`src/rtl/l2_arb_pkg.sv`:
```
// Shared widths, field offsets and FSM state type for the L2 arbiter.
package l2_arb_pkg;

  typedef enum logic [1:0] {
    IDLE     = 2'd0,
    GRANT    = 2'd1,
    INV_WAIT = 2'd2
  } state_e;

  // Request layout is {valid, addr, wdata, wstrb}; response layout is {rdata, ready}.
  localparam int unsigned RESP_READY_BIT = 0;
  localparam int unsigned RESP_RDATA_LSB = 1;

  function automatic int unsigned strb_w(input int unsigned dw);
    return dw / 8;
  endfunction

  function automatic int unsigned req_w(input int unsigned aw, input int unsigned dw);
    return 1 + aw + dw + dw / 8;
  endfunction

  function automatic int unsigned resp_w(input int unsigned dw);
    return dw + 1;
  endfunction

  function automatic int unsigned wdata_lsb(input int unsigned dw);
    return dw / 8;
  endfunction

  function automatic int unsigned addr_lsb(input int unsigned dw);
    return dw + dw / 8;
  endfunction

  function automatic int unsigned valid_bit(input int unsigned aw, input int unsigned dw);
    return aw + dw + dw / 8;
  endfunction

  function automatic int unsigned idx_w(input int unsigned n);
    return (n > 1) ? $clog2(n) : 1;
  endfunction

endpackage

```
`src/rtl/rr_pick.sv`:
```
// Picks the first requesting index at or after ptr, wrapping to the lowest requester.
module rr_pick
  import l2_arb_pkg::*;
#(
  parameter int unsigned N     = 2,
  parameter int unsigned IDX_W = 1
) (
  input  logic [IDX_W-1:0] ptr,
  input  logic [N-1:0]     req,
  output logic [IDX_W-1:0] idx_c,
  output logic             found_c
);

  logic             hi_found;
  logic [IDX_W-1:0] hi_idx;

  // Descending scan: last hit is the lowest index overall and the lowest at/after ptr.
  always_comb begin
    found_c  = 1'b0;
    idx_c    = '0;
    hi_found = 1'b0;
    hi_idx   = '0;
    for (int j = int'(N) - 1; j >= 0; j--) begin
      if (req[j]) begin
        found_c = 1'b1;
        idx_c   = IDX_W'(j);
        if (j >= int'(ptr)) begin
          hi_found = 1'b1;
          hi_idx   = IDX_W'(j);
        end
      end
    end
    if (hi_found) idx_c = hi_idx;
  end

endmodule

```
`src/rtl/l2_arbiter.sv`:
```
// Arbitrates N cache back-ends onto one L2 port and sequences invalidates.
// Define L2ARB_FIXED_PRIO_EN for fixed lowest-index priority instead of round-robin.
module l2_arbiter
  import l2_arb_pkg::*;
#(
  parameter int unsigned N_MASTERS = 2,
  parameter int unsigned ADDR_W    = 30,
  parameter int unsigned DATA_W    = 256
) (
  input  logic                                        clk,
  input  logic                                        rst,
  input  logic [N_MASTERS*req_w(ADDR_W, DATA_W)-1:0]  m_req,
  output logic [N_MASTERS*resp_w(DATA_W)-1:0]         m_resp,
  output logic [req_w(ADDR_W, DATA_W)-1:0]            s_req,
  input  logic [resp_w(DATA_W)-1:0]                   s_resp,
  input  logic                                        inv_req,
  input  logic                                        wtb_empty,
  output logic                                        inv_out,
  output logic                                        inv_busy
);

  localparam int unsigned REQ_W     = req_w(ADDR_W, DATA_W);
  localparam int unsigned RESP_W    = resp_w(DATA_W);
  localparam int unsigned IDX_W     = idx_w(N_MASTERS);
  localparam int unsigned VALID_BIT = valid_bit(ADDR_W, DATA_W);

  state_e               state;
  logic [IDX_W-1:0]     grant;
  logic                 pending;
  logic [IDX_W-1:0]     ptr;
  logic [N_MASTERS-1:0] valid_vec;
  logic [IDX_W-1:0]     pick_idx;
  logic                 pick_found;
  logic                 s_ready;

  assign s_ready  = s_resp[RESP_READY_BIT];
  assign inv_busy = pending;

  always_comb begin
    valid_vec = '0;
    for (int i = 0; i < int'(N_MASTERS); i++) begin
      valid_vec[i] = m_req[i*REQ_W + VALID_BIT];
    end
  end

`ifdef L2ARB_FIXED_PRIO_EN
  assign ptr = '0;
`else
  // Pointer moves past the master that just completed.
  always_ff @(posedge clk or posedge rst) begin
    if (rst) begin
      ptr <= '0;
    end else if (state == GRANT && s_ready) begin
      ptr <= (grant == IDX_W'(N_MASTERS - 1)) ? '0 : grant + IDX_W'(1);
    end
  end
`endif

  rr_pick #(
    .N     (N_MASTERS),
    .IDX_W (IDX_W)
  ) u_pick (
    .ptr     (ptr),
    .req     (valid_vec),
    .idx_c   (pick_idx),
    .found_c (pick_found)
  );

  // A fresh inv_req in IDLE beats a same-cycle grant decision.
  always_ff @(posedge clk or posedge rst) begin
    if (rst) begin
      state   <= IDLE;
      grant   <= '0;
      pending <= 1'b0;
      inv_out <= 1'b0;
    end else begin
      inv_out <= 1'b0;
      if (inv_req) pending <= 1'b1;
      case (state)
        IDLE: begin
          if (pending || inv_req) begin
            state <= INV_WAIT;
          end else if (pick_found) begin
            grant <= pick_idx;
            state <= GRANT;
          end
        end
        GRANT: begin
          if (s_ready) state <= IDLE;
        end
        INV_WAIT: begin
          if (wtb_empty) begin
            inv_out <= 1'b1;
            pending <= 1'b0;
            state   <= IDLE;
          end
        end
        default: state <= IDLE;
      endcase
    end
  end

  always_comb begin
    s_req = '0;
    if (state == GRANT) begin
      for (int i = 0; i < int'(N_MASTERS); i++) begin
        if (grant == IDX_W'(i)) s_req = m_req[i*REQ_W +: REQ_W];
      end
    end
  end

  // rdata is broadcast; ready only reaches the granted master.
  always_comb begin
    m_resp = '0;
    for (int i = 0; i < int'(N_MASTERS); i++) begin
      m_resp[i*RESP_W + RESP_RDATA_LSB +: DATA_W] = s_resp[RESP_RDATA_LSB +: DATA_W];
      m_resp[i*RESP_W + RESP_READY_BIT] = (state == GRANT) && (grant == IDX_W'(i)) && s_ready;
    end
  end

endmodule

```
`config.mk`:
```
export PLATFORM = sky130hd
export DESIGN_NAME = l2_arbiter
export DESIGN_NICKNAME = d
export VERILOG_FILES = /design/src/rtl/l2_arb_pkg.sv /design/src/rtl/rr_pick.sv /design/src/rtl/l2_arbiter.sv
export SDC_FILE = /design/constraint.sdc
export NUM_CORES = 1
export LEC_CHECK = 0
export BUFFER_PORTS_ARGS = -buffer_cell sky130_fd_sc_hd__buf_4
export CORE_AREA = 2 2 677 679
export CTS_CLUSTER_SIZE = 16
export DETAILED_ROUTE_END_ITERATION = 8
export DIE_AREA = 0 0 679 681
export RECOVER_POWER = 50
export SYNTH_ARGS = -nofsm -noshare
export SYNTH_HDL_FRONTEND = slang
export SYNTH_SLANG_ARGS = --single-unit
```
`constraint.sdc`:
```
create_clock -name clk -period 1.8 [get_ports clk]
set_input_delay 0.18 -clock clk [delete_from_list [all_inputs] [get_ports clk]]
set_output_delay 0.18 -clock clk [all_outputs]
set_load 0.01 [all_outputs]
```
Word level (Yosys, flattened, before mapping)
Index checks and enable logic that the tools add are counted.
W data, S select, Z words.
{ "op_classes": {"add_sub_neg": 1, "magnitude_cmp": 1, "n_eq_ne": 5, "n_mux": 21, "bitwise": 2, "reduce_logical": 9} }
{ "op_table": {"columns": ["operator", "count"], "rows": [
  ["$mux W319", 2],
  ["$mux W1", 14],
  ["$mux W2", 4],
  ["$pmux W2 S3", 1],
  ["$reduce_and A3 Y1", 2],
  ["$logic_and A1 B1 Y1", 5],
  ["$ne A2 B2 Y1 const B", 2],
  ["$ne A3 B3 Y1 const B", 1],
  ["$eq A2 B1 Y1 const B", 1],
  ["$eq A2 B2 Y1 const B", 1],
  ["$logic_not A2 Y1", 1],
  ["$not A1 Y1", 2],
  ["$add A1 B1 Y1 const B", 1],
  ["$ge A1 B1 Y1 const A", 1],
  ["$logic_or A1 B1 Y1", 1]
]} }
{ "totals": {"reg_bits": 6, "out_inout_bits": 835, "wordCells": 44} }

Depth between registers and ports, before layout
Gate-level depths: netlist (run 1).
{ "logic_depth": {"ltp_word": 5, "mapped_depth": 5, "ltp_nobuf": 3} }

By module
Synthesis (run 1) repeated with hierarchy kept, for this count alone.
{ "hier_totals": {"cells_unflattened": 932, "hier_area_um2": 7531.0} }
{ "modules_own_cells": {"columns": ["mod", "instances", "cells_each", "area_each_um2", "seq_area_each_um2"], "rows": [
  ["l2_arbiter", 1, 929, 7513.5, 150.1],
  ["rr_pick", 1, 3, 17.5, 0.0]
]} }

Worst setup path before layout (run 1)
No wires, ideal clock.
{ "synth_path": {"path_kind": "register to output", "from": "register state[1]", "to": "output s_req[17]", "arrival_ps": 1379, "required_ps": 1620, "path_slack_ps": 241, "path_stages_with_launch": 6, "path_buffers": 3, "path_cell_list": "dfrtp_1 buf_2 nor3_2 buf_2 clkbuf_1 a22o_1"} }
{ "synth_via": {"elab_chain_cells": 2} }
{ "synth_lines": {"columns": ["item", "line", "text"], "rows": [
  ["start: declaration", "l2_arbiter.sv:27", "state_e state;"],
  ["start signal: assignment", "l2_arbiter.sv:72", "state <= IDLE;"],
  ["start signal: assignment", "l2_arbiter.sv:82", "state <= INV_WAIT;"],
  ["start signal: assignment", "l2_arbiter.sv:85", "state <= GRANT;"],
  ["$eq A2 B1 Y1", "l2_arbiter.sv:105", "if (state == GRANT) begin"],
  ["$mux W319", "l2_arbiter.sv:105", null],
  ["end: declaration", "l2_arbiter.sv:14", "output logic [req_w(ADDR_W, DATA_W)-1:0] s_req,"]
]} }
Every way passes these cells.

Worst setup path in the final report (run 1)
{ "layout_path": {"from": "register state[1]", "to": "output s_req[160]"} }
The elaborated chain is that of the path after synthesis.

==> results of run 1 <==
-- cell families (layout without fill, tap and decap cells) --
| group | count (synthesis) | count (layout) | share of synthesized area |
|---|---|---|---|
| buffers and inverters | 585 | 1044 | 0.5806 |
| other | 0 | 48 | 0 |
| AO/OA/AOI/OAI | 325 | 325 | 0.3885 |
| flip-flops | 6 | 6 | 0.02059 |
| AND/OR/NAND/NOR | 12 | 12 | 0.01030 |
-- stage by stage --
| step | utilization | cells | hold slack, ns | setup WS, ns |
|---|---|---|---|---|
| detailed placement | 0.04288 | 7375 | 0.1313 | -0.1778 |
| CTS | 0.04475 | 7382 | 0.1661 | -0.3315 |
| global placement | 0.04288 | 7375 | 0.1278 | -0.1882 |
| finish | 0.04601 | 7435 | 0.1696 | -0.3122 |
| global route | 0.04593 | 7420 | 0.1755 | -0.3723 |
| floorplan | - | 928 | -0.02904 | 0.2413 |
-- critical path, stage by stage, from the launching register on --
cell,delay [ns]
dfrtp_2,0.43
nor3_4,0.20
buf_4,0.16
buf_12,0.16
buf_16,0.20
buf_4,0.18
a22o_1,0.15
buf_4,0.12
-- synth_stat cells, types with 2 or more instances --
master    number  area (µm²)
nor2_1         3       11.26
clkbuf_1       3       11.26
a22o_1       319        2794
dfrtp_1        6       150.1
buf_2         56       280.3
a21oi_1        2       10.01
buf_4        524        3934
-- area by class of cell --
type | instances | area, µm² | share of cell area
repair buffers | 1039 | 9632 | 0.4602
diodes | 48 | 120.1 | 0.005739
clock buffers | 3 | 75.07 | 0.003587
multi-input cells | 337 | 3437 | 0.1642
flip-flops and latches | 6 | 151.4 | 0.007233
inverters | 2 | 7.507 | 0.0003587
well taps | 6000 | 7507 | 0.3587
-- cells in the final DEF, fill, tap and decap left out, types with 2 or more instances in the layout --
cell       instances
buf_4            832
a22o_1           260
buf_12            96
buf_6             90
a22o_4            59
diode_2           48
buf_8              9
clkbuf_16          6
buf_16             6
dfrtp_1            5
nor2_1             3
a21oi_1            2
bufbuf_16          2
-- power by group --
| group | leakage (nW) | internal (W) | switching [W] |
|---|---|---|---|
| combinational | 7.12 | 0.00276 | 0.00368 |
| sequential | 0.0728 | 0.000188 | 0.0000539 |
| clock | 0.0373 | 0.000285 | 0.0000806 |
-- state kept, by name, summed over array words and instances, names as in the netlist --
signal    count
grant         1
state         2
ptr           1
inv_out       1
inv_busy      1
-- layer usage --
layer / wire length, µm / up-vias / track usage
li1: - / 3846 / -
met1: 94810 / 4860 / 0.1131
met2: 190600 / 2148 / 0.2819
met3: 105100 / 748 / 0.2045
met4: 21470 / 140 / 0.07540
met5: 1883 / - / 0.009268
-- how the worst max path moves through the flow --
stage	from	endpoint	slack, ns	depth (start not counted)
2_1_floorplan	state[1]	s_req[17]	0.24	5
3_3_place_gp	state[1]	s_req[45]	-0.19	6
3_5_place_dp	state[1]	s_req[46]	-0.18	6
4_1_cts	state[1]	s_req[143]	-0.33	6
5_1_grt	state[0]	s_req[175]	-0.37	7
6_report	state[1]	s_req[160]	-0.31	7
-- what timing repair did --
item	in CTS	in global routing
setup buffers	0	0
hold buffers	1	0
pin swaps	3	9
endpoints found under the hold margin	6	0
resized for setup	131	59
gates cloned	3	5
setup endpoints to repair	318	318
==> flow_summary.yaml, run 1 <==
outcome:
  outcome: "complete, but fails checks"
  violations: "negative setup slack"
pwr:
  leakage_nw: 7.228
  power_w: 0.007047
  powerDensity_nw_per_um2: 336.7
  peakVddDrop_mv: 0.2398
timing:
  clock-skew-final_ns: 0.0002905
  drv_slew: 0
  finalWorstSetupSlack_ns: -0.3122
  setup_violations: 318
  tightest_slew_ns: 0.3574
  rsz0062_at_grt: "true"
  relSlewSlack: 0.7595
  finalCriticalPeriod_ns: 2.112
  finalCritPeriodShare: 1.173
  finalHoldViolCount: 0
  fin_setup_tns_ns: -65.56
  fmax_ghz: 0.4734
clock_tree:
  cts_tree: "built"
  clock_sinks: 6
  cts_buffers: 3
  htreeDepth: 1
  clk_pin_slew_ns: 0.03
  clock_latency_ns: 0.23
  clockBufferDepth: 2
  root_buffer: "clkbuf_16"
finish:
  num-fill-cells: 53960
  final_layout_size_suffix_gt1_frac: 0.7960
  final_cell_area_um2: 20930
  areaGrowthSynthToFinish_pct: 187.1
  fin_nets: 2288
detailed_routing:
  ant_nets: 0
  drt_wl_total_um: 413900
  drt_iter0_drc: 625
  vias: 11740
  drc: 0
  via_per_inst: 1.579
  wl_per_cell_um: 55.67
  first_pass_iters: 5
setup_path:
  rr_startpoint: "state[1]"
  r2r_slack_ns: 0.48
  crit_arrival_ns: 1.93
  worst_setup_path_start_kind: "register"
  crit_type: "reg -> out"
  endpoint_kind: "primary output"
  rr_worst_depth: 4
  worst_r2r_endpoint: "grant"
  required_ns: 1.62
  crit_fanout: 14
floorplan:
  dieArea_um2: 462400
  core_area_um2: 454900
  io_pins: 1734
  start_util: 0.01603
  dieHeight_um: 681
  die_w_um: 679
  rows: 248
global_route:
  overflow: 0
  grt_max_degree: 43
  grt_antenna_before_repair: 250
  grt.total_usage: 0.1718
  grt_pass1_wl_um: 436300
  grt_pass1_vias: 10480
yosys:
  avgSynthCellArea_um2: 7.856
  synth-warning-count: 0
  synth_nets: 1827
  synth-edff-count: 0
  ys.flop_type: "dfrtp_1"
  synth-seq-cells: 6
  syn_area_um2: 7291
  synth.distinct_cells: 22
  synthCells: 928
  synth_seq_area_share: 0.02059
  async_reset_ff_frac: 1.000
worst_hold_path:
  hold_path.class: "in -> reg"
  min_to: "grant"
  hold_start: "m_req[318]"
  hold_path_depth: 2
place:
  port_buffers: 965
  gp_congestion: 0.9608
  hpwl_um: 401900
  placed_area_um2: 19510
run:
  drv_cap: 0
No activity file was read; power rests on OpenSTA's default activity.
==> run 2: changes to the inputs <==
--- a/config.mk
+++ b/config.mk
@@ -5,11 +5,12 @@
 export SDC_FILE = /design/constraint.sdc
 export NUM_CORES = 1
 export LEC_CHECK = 0
+export ABC_AREA = 1
 export BUFFER_PORTS_ARGS = -buffer_cell sky130_fd_sc_hd__buf_4
-export CORE_AREA = 2 2 677 679
+export CORE_AREA = 2 2 666 668
 export CTS_CLUSTER_SIZE = 16
 export DETAILED_ROUTE_END_ITERATION = 8
-export DIE_AREA = 0 0 679 681
+export DIE_AREA = 0 0 668 670
 export RECOVER_POWER = 50
 export SYNTH_ARGS = -nofsm -noshare
 export SYNTH_HDL_FRONTEND = slang
==> flow_summary.yaml, run 2 <==
finish:
  largest_register_ffs: 2
  multi_input_area_um2: 7870
  postLayoutCoreUtil: 0.06548
  fin_nets: 3081
  final_cell_area_um2: 28830
  final_cell_mix: "buf_4, nand2_1, buf_12, a21oi_4, buf_6"
  seq_area_um2: 153.9
  num-fill-cells: 51950
  final_layout_size_suffix_gt1_frac: 0.7969
  top_register: "state"
  final_common_cell: "buf_4"
  areaGrowthSynthToFinish_pct: 187.5
setup_path:
  crit_arrival_ns: 2.00
  endpoint_kind: "primary output"
  path_buf_inv: 6
  crit_fanout: 6
  crit_slowest_cell: "dfrtp_4"
  worst_path_largest_cell_delay_ns: 0.57
  crit_type: "reg -> out"
  path_cells: "inv_16 > buf_16 > buf_12 > buf_8 > nand2_4 > buf_12 > a21oi_4 > buf_12"
  critPathTopFamily: "buffers and inverters"
  required_ns: 1.62
  cpMostUsedCell: "buf_12"
  worst_setup_path_start_kind: "register"
place:
  placed_area_um2: 22840
  gp_congestion: 1.168
  hpwl_um: 416600
  port_buffers: 965
pwr:
  powerDensity_nw_per_um2: 886.3
  leakage_nw: 9.737
  peakVddDrop_mv: 0.4678
detailed_routing:
  first_pass_iters: 6
  drt_wl_total_um: 441400
  drc: 0
  via_per_inst: 2.006
  ant_nets: 0
  vias: 16400
  drt_iter0_drc: 1164
  wl_per_cell_um: 53.99
global_route:
  overflow: 0
  grt_max_degree: 40
  grt_pass1_vias: 15590
  grt.total_usage: 0.1876
  grt_antenna_before_repair: 227
  grt_pass1_wl_um: 472500
yosys:
  async_reset_ff_frac: 1.000
  synth-warning-count: 0
  synth.top_cell.area_share: 0.3856
  synthCells: 1616
  synthMuxAreaShare: 0
  synth.largest_area_cell: "buf_4"
  synth-seq-cells: 6
  synth.distinct_cells: 16
  synth_seq_area_share: 0.01498
  synthAdderAreaFrac: 0
  synth_compound_area_frac: 0.2732
  ys.flop_type: "dfrtp_1"
  netlist_top_cells_area: "buf_4, a21oi_2, nand2_1"
  synth_most_common_cell: "nand2_1"
  avgSynthCellArea_um2: 6.204
  syn_area_um2: 10030
  synth_nets: 2515
  synth_top_family_by_area: "buffers and inverters"
  yosys.area_share.xor_xnor: 0
  synth-edff-count: 0
  synthSimpleGateAreaFrac: 0.2473
  synth_common_cells: "nand2_1, buf_4, a21oi_2"
timing:
  fin_setup_tns_ns: -84.27
  finalCritPeriodShare: 1.212
  drv_slew: 0
  relSlewSlack: 0.6793
  setup_violations: 321
  tightest_slew_ns: 0.4811
  finalWorstSetupSlack_ns: -0.3809
  fmax_ghz: 0.4585
  finalHoldViolCount: 0
  finalCriticalPeriod_ns: 2.181
  clock-skew-final_ns: 0.006006
  hold_slack_ns: 0.1888
  rsz0062_at_grt: "true"
clock_tree:
  cts_buffers: 3
  clock_sinks: 6
  clk_pin_slew_ns: 0.04
  clock_latency_ns: 0.23
  clockBufferDepth: 2
  root_buffer: "clkbuf_16"
  htreeDepth: 1
  cts_tree: "built"
floorplan:
  dieHeight_um: 670
  dieArea_um2: 447600
  io_pins: 1734
  start_util: 0.02277
  rows: 244
  core_area_um2: 440200
  die_w_um: 668
worst_hold_path:
  hold_path.class: "in -> reg"
run:
  drv_cap: 0
outcome:
  violations: "negative setup slack"
  outcome: "complete, but fails checks"
[run 2: changes by cell type in the layout (fill, tap and decap cells not counted), sizes merged, moves of 2 or more]
cell    previous run  this run
a21oi              2       319
a22o             319         0
buf             1033      1150
clkbuf             6        25
clkinv             0         4
diode             48        90
inv                2        14
nand2              1       648
nand3              0         2
nor2               3         8
nor3               2         0
o21ai              0         2
[run 2: logic make-up after synthesis]
logic type      count (synthesis)
buf+inv                       630
simple gates                  658
compound gates                322
flops                           6
[run 2: layout make-up]
cell class	instances	share of cell area
sequential	6	0.005339
antenna	90	0.007813
clock buffer	4	0.002734
timing repair buffer	1173	0.4483
timing repair inverter	6	0.004080
tap	5904	0.2563
inverter	12	0.002474
multi-input combinational	980	0.2730
[run 2: timing repair]
| item | CTS | global route |
|---|---|---|
| endpoints found under the hold margin | 6 | 0 |
| buffers inserted | 25 | 23 |
| pin swaps | 54 | 138 |
| setup endpoints to repair | 321 | 321 |
| gates resized for setup | 488 | 507 |
| cloned | 18 | 25 |
| hold buffers | 1 | 0 |
[run 2: final timing paths]
| kind | startpoint | endpoint | slack [ns] | cells past startpoint |
|---|---|---|---|---|
| worst max-delay path | grant | s_req[108] | -0.38 | 8 |
| max in group asynchronous | rst | grant | 0.89 | 3 |
| worst min register to register | ptr | ptr | 0.51 | 2 |
| worst min-delay path | wtb_empty | state[1] | 0.19 | 2 |
| min in group asynchronous | rst | state[0] | 0.63 | 3 |
| worst max register to register | grant | ptr | 0.28 | 7 |
[run 2: layer usage]
layer	wire length [µm]	part of all wire	up-vias	global-route usage
li1	-	-	5815	-
met1	93880	0.21	7389	0.1135
met2	217100	0.49	2376	0.3309
met3	111300	0.25	713	0.2246
met4	17170	0.039	106	0.05673
met5	1861	0.0042	-	0.006445
[run 2: power by group]
group | switching [W] | internal, W | leakage (nW)
clock network | 0.0000921 | 0.000296 | 0.0387
registers | 0.0000977 | 0.000197 | 0.0729
logic | 0.0152 | 0.00963 | 9.63
[run 2: worst register-to-register path: stages (launching register included)]
cell,delay (ns)
dfrtp_4,0.57
inv_16,0.12
buf_16,0.17
buf_12,0.17
buf_12,0.17
buf_6,0.11
nand3_4,0.08
nand2_1,0.07
[run 2: stage by stage]
stage,total power (W),setup slack (ns),instances
after floorplan,0.006734,0.5528,1616
after global placement,0.01757,-0.6699,8005
after detailed placement,0.01729,-0.5799,8005
after CTS,0.02224,-0.4105,8049
after global routing,0.02657,-0.3881,8159
final,0.02555,-0.3809,8175
